==> src/rtl/if_fetch_stage.sv <==
// Instruction-fetch stage: owns the PC, drives the instruction ROM and fills the
// IF/ID pipeline register, with stall, flush, branch redirect and misalignment halt.
module if_fetch_stage #(
    parameter int                ADDR_W   = 32,
    parameter int                INST_W   = 32,
    parameter logic [ADDR_W-1:0] RESET_PC = '0
) (
    input  logic              clk,
    input  logic              rst_n,
    input  logic              stall,
    input  logic              flush,
    input  logic              branchTaken,
    input  logic [ADDR_W-1:0] branchTarget,
    output logic              romChipEnable,
    output logic [ADDR_W-1:0] romAddr,
    input  logic [INST_W-1:0] romInst,
    output logic [ADDR_W-1:0] idPc,
    output logic [INST_W-1:0] idInst,
    output logic              idValid,
    output logic              fetchFault
);

    typedef enum logic [1:0] {
        IDLE  = 2'd0,
        FETCH = 2'd1,
        HALT  = 2'd2
    } state_t;

    state_t            state;
    state_t            stateNext;
    logic [ADDR_W-1:0] pc;
    logic [ADDR_W-1:0] pcNext;
    logic [ADDR_W-1:0] idPcNext;
    logic [INST_W-1:0] idInstNext;
    logic              idValidNext;
    logic              fetchFaultNext;
    logic              pendValid;
    logic              pendValidNext;
    logic [ADDR_W-1:0] pendTarget;
    logic [ADDR_W-1:0] pendTargetNext;
    logic [ADDR_W-1:0] redirect;
    logic              hasRedirect;

    assign romAddr       = pc;
    assign romChipEnable = (state == FETCH);

    always_ff @(posedge clk) begin
        if (!rst_n) begin
            state      <= IDLE;
            pc         <= RESET_PC;
            idPc       <= '0;
            idInst     <= '0;
            idValid    <= 1'b0;
            fetchFault <= 1'b0;
            pendValid  <= 1'b0;
            pendTarget <= '0;
        end else begin
            state      <= stateNext;
            pc         <= pcNext;
            idPc       <= idPcNext;
            idInst     <= idInstNext;
            idValid    <= idValidNext;
            fetchFault <= fetchFaultNext;
            pendValid  <= pendValidNext;
            pendTarget <= pendTargetNext;
        end
    end

    always_comb begin
        stateNext      = state;
        pcNext         = pc;
        idPcNext       = idPc;
        idInstNext     = idInst;
        idValidNext    = idValid;
        fetchFaultNext = fetchFault;
        pendValidNext  = pendValid;
        pendTargetNext = pendTarget;
        redirect       = '0;
        hasRedirect    = 1'b0;

        // A live branch beats a parked one; a parked one only fires once the stall drops.
        if (branchTaken) begin
            redirect    = branchTarget;
            hasRedirect = 1'b1;
        end else if (pendValid && !stall) begin
            redirect    = pendTarget;
            hasRedirect = 1'b1;
        end

        case (state)
            IDLE: begin
                stateNext = FETCH;
            end
            FETCH: begin
                if (hasRedirect && (redirect[1:0] != 2'b00)) begin
                    fetchFaultNext = 1'b1;
                    stateNext      = HALT;
                    idValidNext    = 1'b0;
                    pendValidNext  = 1'b0;
                end else if (stall) begin
                    if (branchTaken) begin
                        pendValidNext  = 1'b1;
                        pendTargetNext = branchTarget;
                    end
                end else if (hasRedirect) begin
                    pcNext        = redirect;
                    pendValidNext = 1'b0;
                    idValidNext   = 1'b0;
                end else begin
                    idInstNext  = romInst;
                    idPcNext    = pc;
                    idValidNext = 1'b1;
                    pcNext      = pc + ADDR_W'(4);
                end
            end
            HALT: begin
                stateNext = HALT;
            end
            default: begin
                stateNext = IDLE;
            end
        endcase

        // Flush squashes IF/ID in every state and regardless of stall.
        if (flush) begin
            idValidNext = 1'b0;
            idInstNext  = '0;
            idPcNext    = '0;
        end
    end

endmodule

==> config.mk <==
export PLATFORM = sky130hd
export DESIGN_NAME = if_fetch_stage
export DESIGN_NICKNAME = d
export VERILOG_FILES = /design/src/rtl/if_fetch_stage.sv
export SDC_FILE = /design/constraint.sdc
export NUM_CORES = 1
export LEC_CHECK = 0
export ABC_AREA = 1
export BUFFER_PORTS_ARGS = -buffer_cell sky130_fd_sc_hd__buf_2
export CAP_MARGIN = 20
export CELL_PAD_IN_SITES_DETAIL_PLACEMENT = 1
export CELL_PAD_IN_SITES_GLOBAL_PLACEMENT = 1
export CORE_AREA = 2 2 145 147
export CTS_CLUSTER_DIAMETER = 40
export DETAILED_ROUTE_END_ITERATION = 12
export DIE_AREA = 0 0 147 149
export GPL_TIMING_DRIVEN = 0
export PLACE_DENSITY = 0.68
export SYNTH_ARGS = -nofsm -noshare
export SYNTH_HDL_FRONTEND = slang
export SYNTH_SLANG_ARGS = --single-unit
==> constraint.sdc <==
create_clock -name clk -period 1.5 [get_ports clk]
set_clock_uncertainty 0.05 [all_clocks]
set_input_delay 0.225 -clock clk [delete_from_list [all_inputs] [get_ports clk]]
set_output_delay 0.225 -clock clk [all_outputs]
set_load 0.05 [all_outputs]
==> results of run 1 <==
## power by group
group          switching [W]  internal (W)
registers           0.000407       0.00393
logic                0.00252       0.00152
clock network        0.00173       0.00245
## cells by family after synthesis
group           Yosys count  share of synthesized area
xor+xnor                  5                    0.00726
fa+ha+maj                 3                    0.00623
compound gates          194                      0.163
simple gates            465                      0.315
buf+inv                  93                     0.0672
flops                   133                      0.442
## through the flow
| stage | area, µm² | power (W) | setup TNS, ns | util | worst slack [ns] |
|---|---|---|---|---|---|
| 2_1_floorplan | 6160 | 0.00630 | 0 | - | 0.000741 |
| 3_3_place_gp | 7330 | 0.00718 | -25.72 | 0.357 | -0.356 |
| 3_5_place_dp | 7330 | 0.00722 | -29.66 | 0.357 | -0.366 |
| 4_1_cts | 8850 | 0.0119 | -1.36 | 0.431 | -0.0434 |
| 5_1_grt | 9840 | 0.0131 | -11.36 | 0.479 | -0.165 |
| 6_report | 9840 | 0.0126 | -4.43 | 0.479 | -0.114 |
## cell type report
class / instances / area (µm²)
Fill cell: 2564 / 10700
Multi-Input combinational cell: 667 / 3590
Sequential cell: 133 / 2730
Timing Repair Buffer: 252 / 1920
Buffer: 49 / 469
Clock buffer: 17 / 425
Tap cell: 275 / 344
Inverter: 44 / 183
Clock inverter: 15 / 156
Timing Repair inverter: 1 / 16.3
## state kept, by name (all words and copies together), names as in the netlist
name,count
fetchFault,1
idInst,32
idPc,32
idValid,1
pendTarget,32
pendValid,1
romAddr,32
state,2
## critical path, stage by stage (launching register included)
cell,delay [ns]
dfxtp_2,0.32
inv_2,0.07
ha_4,0.19
nand2_2,0.09
nor3_4,0.22
buf_6,0.14
inv_4,0.07
buf_6,0.14
nor2_1,0.13
nor2_1,0.08
## cell usage in the layout (no fill, tap or decap), types with 16 or more instances in the layout
cell and n:
buf_4 25, nand3_1 47, nor2_2 47, o21ai_0 89, clkbuf_1 16, dlygate4sd3_1 40
nor2_1 156, nor2_4 24, clkbuf_16 29, buf_8 16, dfxtp_1 107, buf_2 165
a21oi_1 27, inv_1 35, nand2_1 150, a21oi_2 24, o21ai_1 36
## worst paths after layout
check / startpoint / to / cells past startpoint
min: branchTarget[2] / pendTarget[2]$_SDFFE_PN0P_ / 3
max: state[1]$_SDFFE_PN0P_ / pendTarget[9]$_SDFFE_PN0P_ / 9
max reg2reg: state[1]$_SDFFE_PN0P_ / pendTarget[9]$_SDFFE_PN0P_ / 9
min reg2reg: pendTarget[0]$_SDFFE_PN0P_ / pendTarget[0]$_SDFFE_PN0P_ / 2
## what timing repair did
action,in CTS,in global routing
pin swaps,19,72
cloned,5,14
hold buffers,40,0
setup buffers,18,11
setup endpoints to repair,131,132
gates resized for setup,93,227
hold endpoints to repair,40,0
## metal layers
layer	global-route usage	routed length, µm	part of all wire
met1	0.285	11400	0.44
met2	0.384	12900	0.50
met3	0.0398	1170	0.045
met4	0.0663	337	0.013
met5	0	0	0
==> results.md, run 1 <==
* Run status: finished, violations left
* Failing checks: negative hold slack, negative setup slack
* Mapped Nets at 965
* # nets final at 1237
* DRC at 0
* Max Slew Vio Count at 0
* RePlAce Congestion at 0.844
* Post-DRT Antenna Nets at 0
* Total global routing overflow at 0
* Initial DRC Count at 305
* Core area at between 20000 and 25000 µm²
* Die H at 149 µm
* EDFF count, synth at 0
* RSZ-0062 raised after global routing: yes
* Cell taking the most area after synthesis: dfxtp_1
* Top cells by area, synth: dfxtp_1 44%, nor2_1 14%, o21ai_0 11%
* WP data required at 1.76 ns
* Top-count cell post-synth: nor2_1
* Post-synth top cells: 223 x nor2_1, 168 x nand2_1, 137 x o21ai_0
* CP startpoint kind: flip-flop
* Starting density of the core at 0.293
* Pin count of the biggest net entering global routing at 17
* TritonCTS clock tree: done
* CTS Buf Count at 17
* Async SR Flop Fraction at 0
* Routed WL at 25800 µm
* Row count at 53
* DP Cell Count at 1334
* Hold/Removal Path Class: primary input to flip-flop
* Slew margin rel. at 0.523
* Synth top area share at 0.442
* Finished Layout Cells at 1453
* Power Dens Cells at approximately 1300 nW/µm²
* Drt pass-1 iters at 5
* Min Tclk post-route at approximately 1.6 ns
* Cell count after synthesis at 893
* GRT Total Usage at 0.222
* Share of cells above drive strength 1 at 0.391
* Leak at 4.19 nW
* Initial antenna violation count at 0
* Fmax at approximately 620 MHz
* Final Hold Vio Count at 1
* Via density at 4.84
* FF+latch count, synth at approximately 130
* Worst-margin pin slew at 0.716 ns
* Final Setup Violations at 96
* IO Pins at about 170
* Dpl hpwl at 17200 µm
* CP Class: flip-flop to flip-flop
* Final hold slack at -0.0125 ns
* ANT cells at 0
* Max VDD drop at 0.830 mV
* Syn Area/Cell at 6.75 µm²
* Fin crit share at 1.08
* Clk buf depth at 2
* Syn Std Cell Area at 6030 µm²
* Vias at 7028
* Sequential element share of the synthesized area at 0.442
* Drt wl/cell at 17.8 µm
* Vias in the first global route at about 6900
* Synth Warn # at 0
* First-pass GRT wire length at 37900 µm
* Setup crit end kind: flip-flop
* Die X at 147 µm
* Clock root buffer: clkbuf_16
* Area Overhead vs Synth at 63.2%
* Distinct cells, synth at 29
* Most common flop cell mapped by yosys: dfxtp_1
* Final setup margin at -0.114 ns
* Worst-path clk slew at about 0.060 ns
* IO buf count at 166
* Max-Cap Viols at 0
* Critical path arrival at roughly 1.9 ns
* Worst-path fanout max at 7
* Clk_lat worst skew at 0.43 ns
* Clk sinks at between 100 and 150
* Die ar. at ~22000 µm²
* Reg2reg setup slack at -0.11 ns
* # H-tree levels at 4
(Power assumes the default switching activity.)
==> run 2: changes to the inputs <==
--- a/config.mk
+++ b/config.mk
@@ -10,10 +10,10 @@
 export CAP_MARGIN = 20
 export CELL_PAD_IN_SITES_DETAIL_PLACEMENT = 1
 export CELL_PAD_IN_SITES_GLOBAL_PLACEMENT = 1
-export CORE_AREA = 2 2 145 147
+export CORE_AREA = 2 2 133 161
 export CTS_CLUSTER_DIAMETER = 40
 export DETAILED_ROUTE_END_ITERATION = 12
-export DIE_AREA = 0 0 147 149
+export DIE_AREA = 0 0 135 163
 export GPL_TIMING_DRIVEN = 0
 export PLACE_DENSITY = 0.68
 export SYNTH_ARGS = -nofsm -noshare
==> results.md, run 2 (synthesized netlist as in run 1, its figures left out) <==
* Clk buf depth at 2
* Critical path arrival at 1.87 ns
* First-pass GRT wire length at 36200 µm
* Post-DRT Antenna Nets at 0
* IO buf count at 166
* Max incr delay on CP at 0.33 ns
* Die X at 135 µm
* CP Class: flip-flop to flip-flop
* Met1 GRT Util at 0.249
* Crit-path cells: inv_4, ha_4, inv_4, nor2_4, nand2_8, clkinv_8, clkbuf_16, clkbuf_16, a21oi_2
* Worst-margin pin slew at between 0.7 and 0.8 ns
* Clk_lat worst skew at about 0.42 ns
* Net Switching at around 0.0045 W
* FILL cells at 2606
* Die ar. at 22000 µm²
* Max VDD drop at roughly 0.81 mV
* Seq pwr share at 0.339
* Pre-CTS worst setup slack at -0.293 ns
* Delay-heaviest family, CP: buffers and inverters
* Final hold slack at -0.00341 ns
* Max-Cap Viols at 0
* Reg2Reg Depth at 9
* Levels on crit path at 9
* TritonCTS clock tree: done
* Initial DRC Count at 230
* Hold/Removal Path Class: primary input to flip-flop
* Most frequent cells in the layout: 167 x buf_2, 163 x nor2_1, 155 x nand2_1, 108 x dfxtp_1, 75 x o21ai_0
* Reg2Reg Capture Point: idPc[30]$_SDFFE_PP0P_
* DRC at 0
* Core area at 20600 µm²
* CP startpoint kind: flip-flop
* Fmax at 622 MHz
* Commonest non-fill, non-tap cell in the layout: buf_2
* # nets final at 1206
* Run status: finished, violations left
* WP buf/inv at 5
* Final Setup Violations at 100
* Routed WL at roughly 24000 µm
* Reg2reg setup slack at -0.11 ns
* Worst-path fanout max at 7
* Crit path capture: idPc[30]$_SDFFE_PP0P_
* Worst-path clk slew at 0.06 ns
* ANT cells at 0
* CP startpoint: state[1]$_SDFFE_PN0P_
* GR peak layer: met2
* Slew margin rel. at 0.501
* Share of cells above drive strength 1 at 0.388
* Clk sinks at 133
* Combinational Power Share at 0.299
* # H-tree levels at 4
* Leak at a little over 4 nW
* Total global routing overflow at 0
* RePlAce Congestion at 0.871
* Switching share of power at 0.356
* Starting density of the core at 0.293
* GRT Total Usage at 0.212
* Pin count of the biggest net entering global routing at 17
* Via density at 4.73
* Power Dens Cells at between 1000 and 1500 nW/µm²
* GR met2 Demand/Resource at 0.381
* Drt pass-1 iters at 4
* CTS Buf Count at 17
* Crit path max-delay cell type: dfxtp_2
* Final Hold Vio Count at 1
* Vias in the first global route at 6796
* Min Tclk post-route at 1.61 ns
* Area Overhead vs Synth at 57.7%
* Failing checks: negative hold slack, negative setup slack
* Drt wl/cell at 17.3 µm
* Fin crit share at 1.07
* Max Slew Vio Count at 0
* Die H at 163 µm
* Setup crit end kind: flip-flop
* Int Power at 0.00823 W
* Clk pwr share at 0.362
* Row count at 58
* M3 GR Usage at 0.0476
* Vias at between 6000 and 7000
* RSZ-0062 raised after global routing: yes
* Clock root buffer: clkbuf_16
* Initial antenna violation count at 0
* RR Startpoint: state[1]$_SDFFE_PN0P_
* Dpl hpwl at approximately 17000 µm
* IO Pins at 168
* Final setup margin at -0.109 ns
* WP data required at 1.76 ns
==> run 2: what timing repair did <==
item                                    4_1_cts  5_1_grt
pin swaps                                    19       68
hold buffers                                 25        2
buffers inserted                             14        4
hold endpoints to repair                     25        2
gates cloned                                  5        8
endpoints found under the setup margin      131      131
gates resized for setup                     100      224
==> run 2: area by class of cell <==
type	instances	area [µm²]	area share
multi-input cells	667	3620	0.381
flip-flops and latches	133	2720	0.286
repair buffers	221	1530	0.161
plain buffers	49	448	0.0471
clock buffers	17	425	0.0447
well taps	270	338	0.0355
clock inverters	15	226	0.0238
inverters	44	185	0.0195
repair inverters	1	16.3	0.00171
==> run 2: per-layer routing <==
metal  vias to the layer above  share of wire
met5                         -              0
met4                         0          0.014
met3                        15          0.046
met2                       151           0.52
met1                      3166           0.42
li1                       3370              -
==> run 2: how the worst min path moves through the flow <==
stage | startpoint | endpoint | slack (ns) | cells past startpoint
after floorplan | branchTarget[10] | pendTarget[10]$_SDFFE_PN0P_ | 0.31 | 2
after global placement | pendTarget[0]$_SDFFE_PN0P_ | pendTarget[0]$_SDFFE_PN0P_ | 0.38 | 2
final | romInst[8] | idInst[8]$_SDFFE_PP0P_ | -0.003 | 3
after detailed placement | pendTarget[0]$_SDFFE_PN0P_ | pendTarget[0]$_SDFFE_PN0P_ | 0.38 | 2
after global routing | romInst[12] | idInst[12]$_SDFFE_PP0P_ | 0.007 | 3
after CTS | branchTarget[6] | pendTarget[6]$_SDFFE_PN0P_ | 0.0003 | 3
==> run 2: power by group through the flow <==
stage,registers (W),clock network [W],logic [W]
after floorplan,0.00507,0,0.00123
after global routing,0.00439,0.00486,0.00411
final,0.00433,0.00462,0.00382
after detailed placement,0.00437,0,0.00282
after global placement,0.00436,0,0.00280
after CTS,0.00429,0.00472,0.00330
==> run 2: per-stage QoR <==
stage / setup TNS [ns] / utilization / cells / power (W) / cell area, µm²
2_1_floorplan: 0 / - / 893 / 0.00630 / 6160
3_3_place_gp: -25.37 / 0.356 / 1329 / 0.00715 / 7330
3_5_place_dp: -27.91 / 0.356 / 1329 / 0.00719 / 7330
5_1_grt: -12.04 / 0.461 / 1417 / 0.0134 / 9510
6_report: -5.32 / 0.461 / 1417 / 0.0128 / 9510
4_1_cts: -1.80 / 0.423 / 1405 / 0.0123 / 8710
==> run 2: worst min-delay path: stages <==
cell,delay [ns]
buf_2,0.08
o21ai_1,0.06
nor2_1,0.07
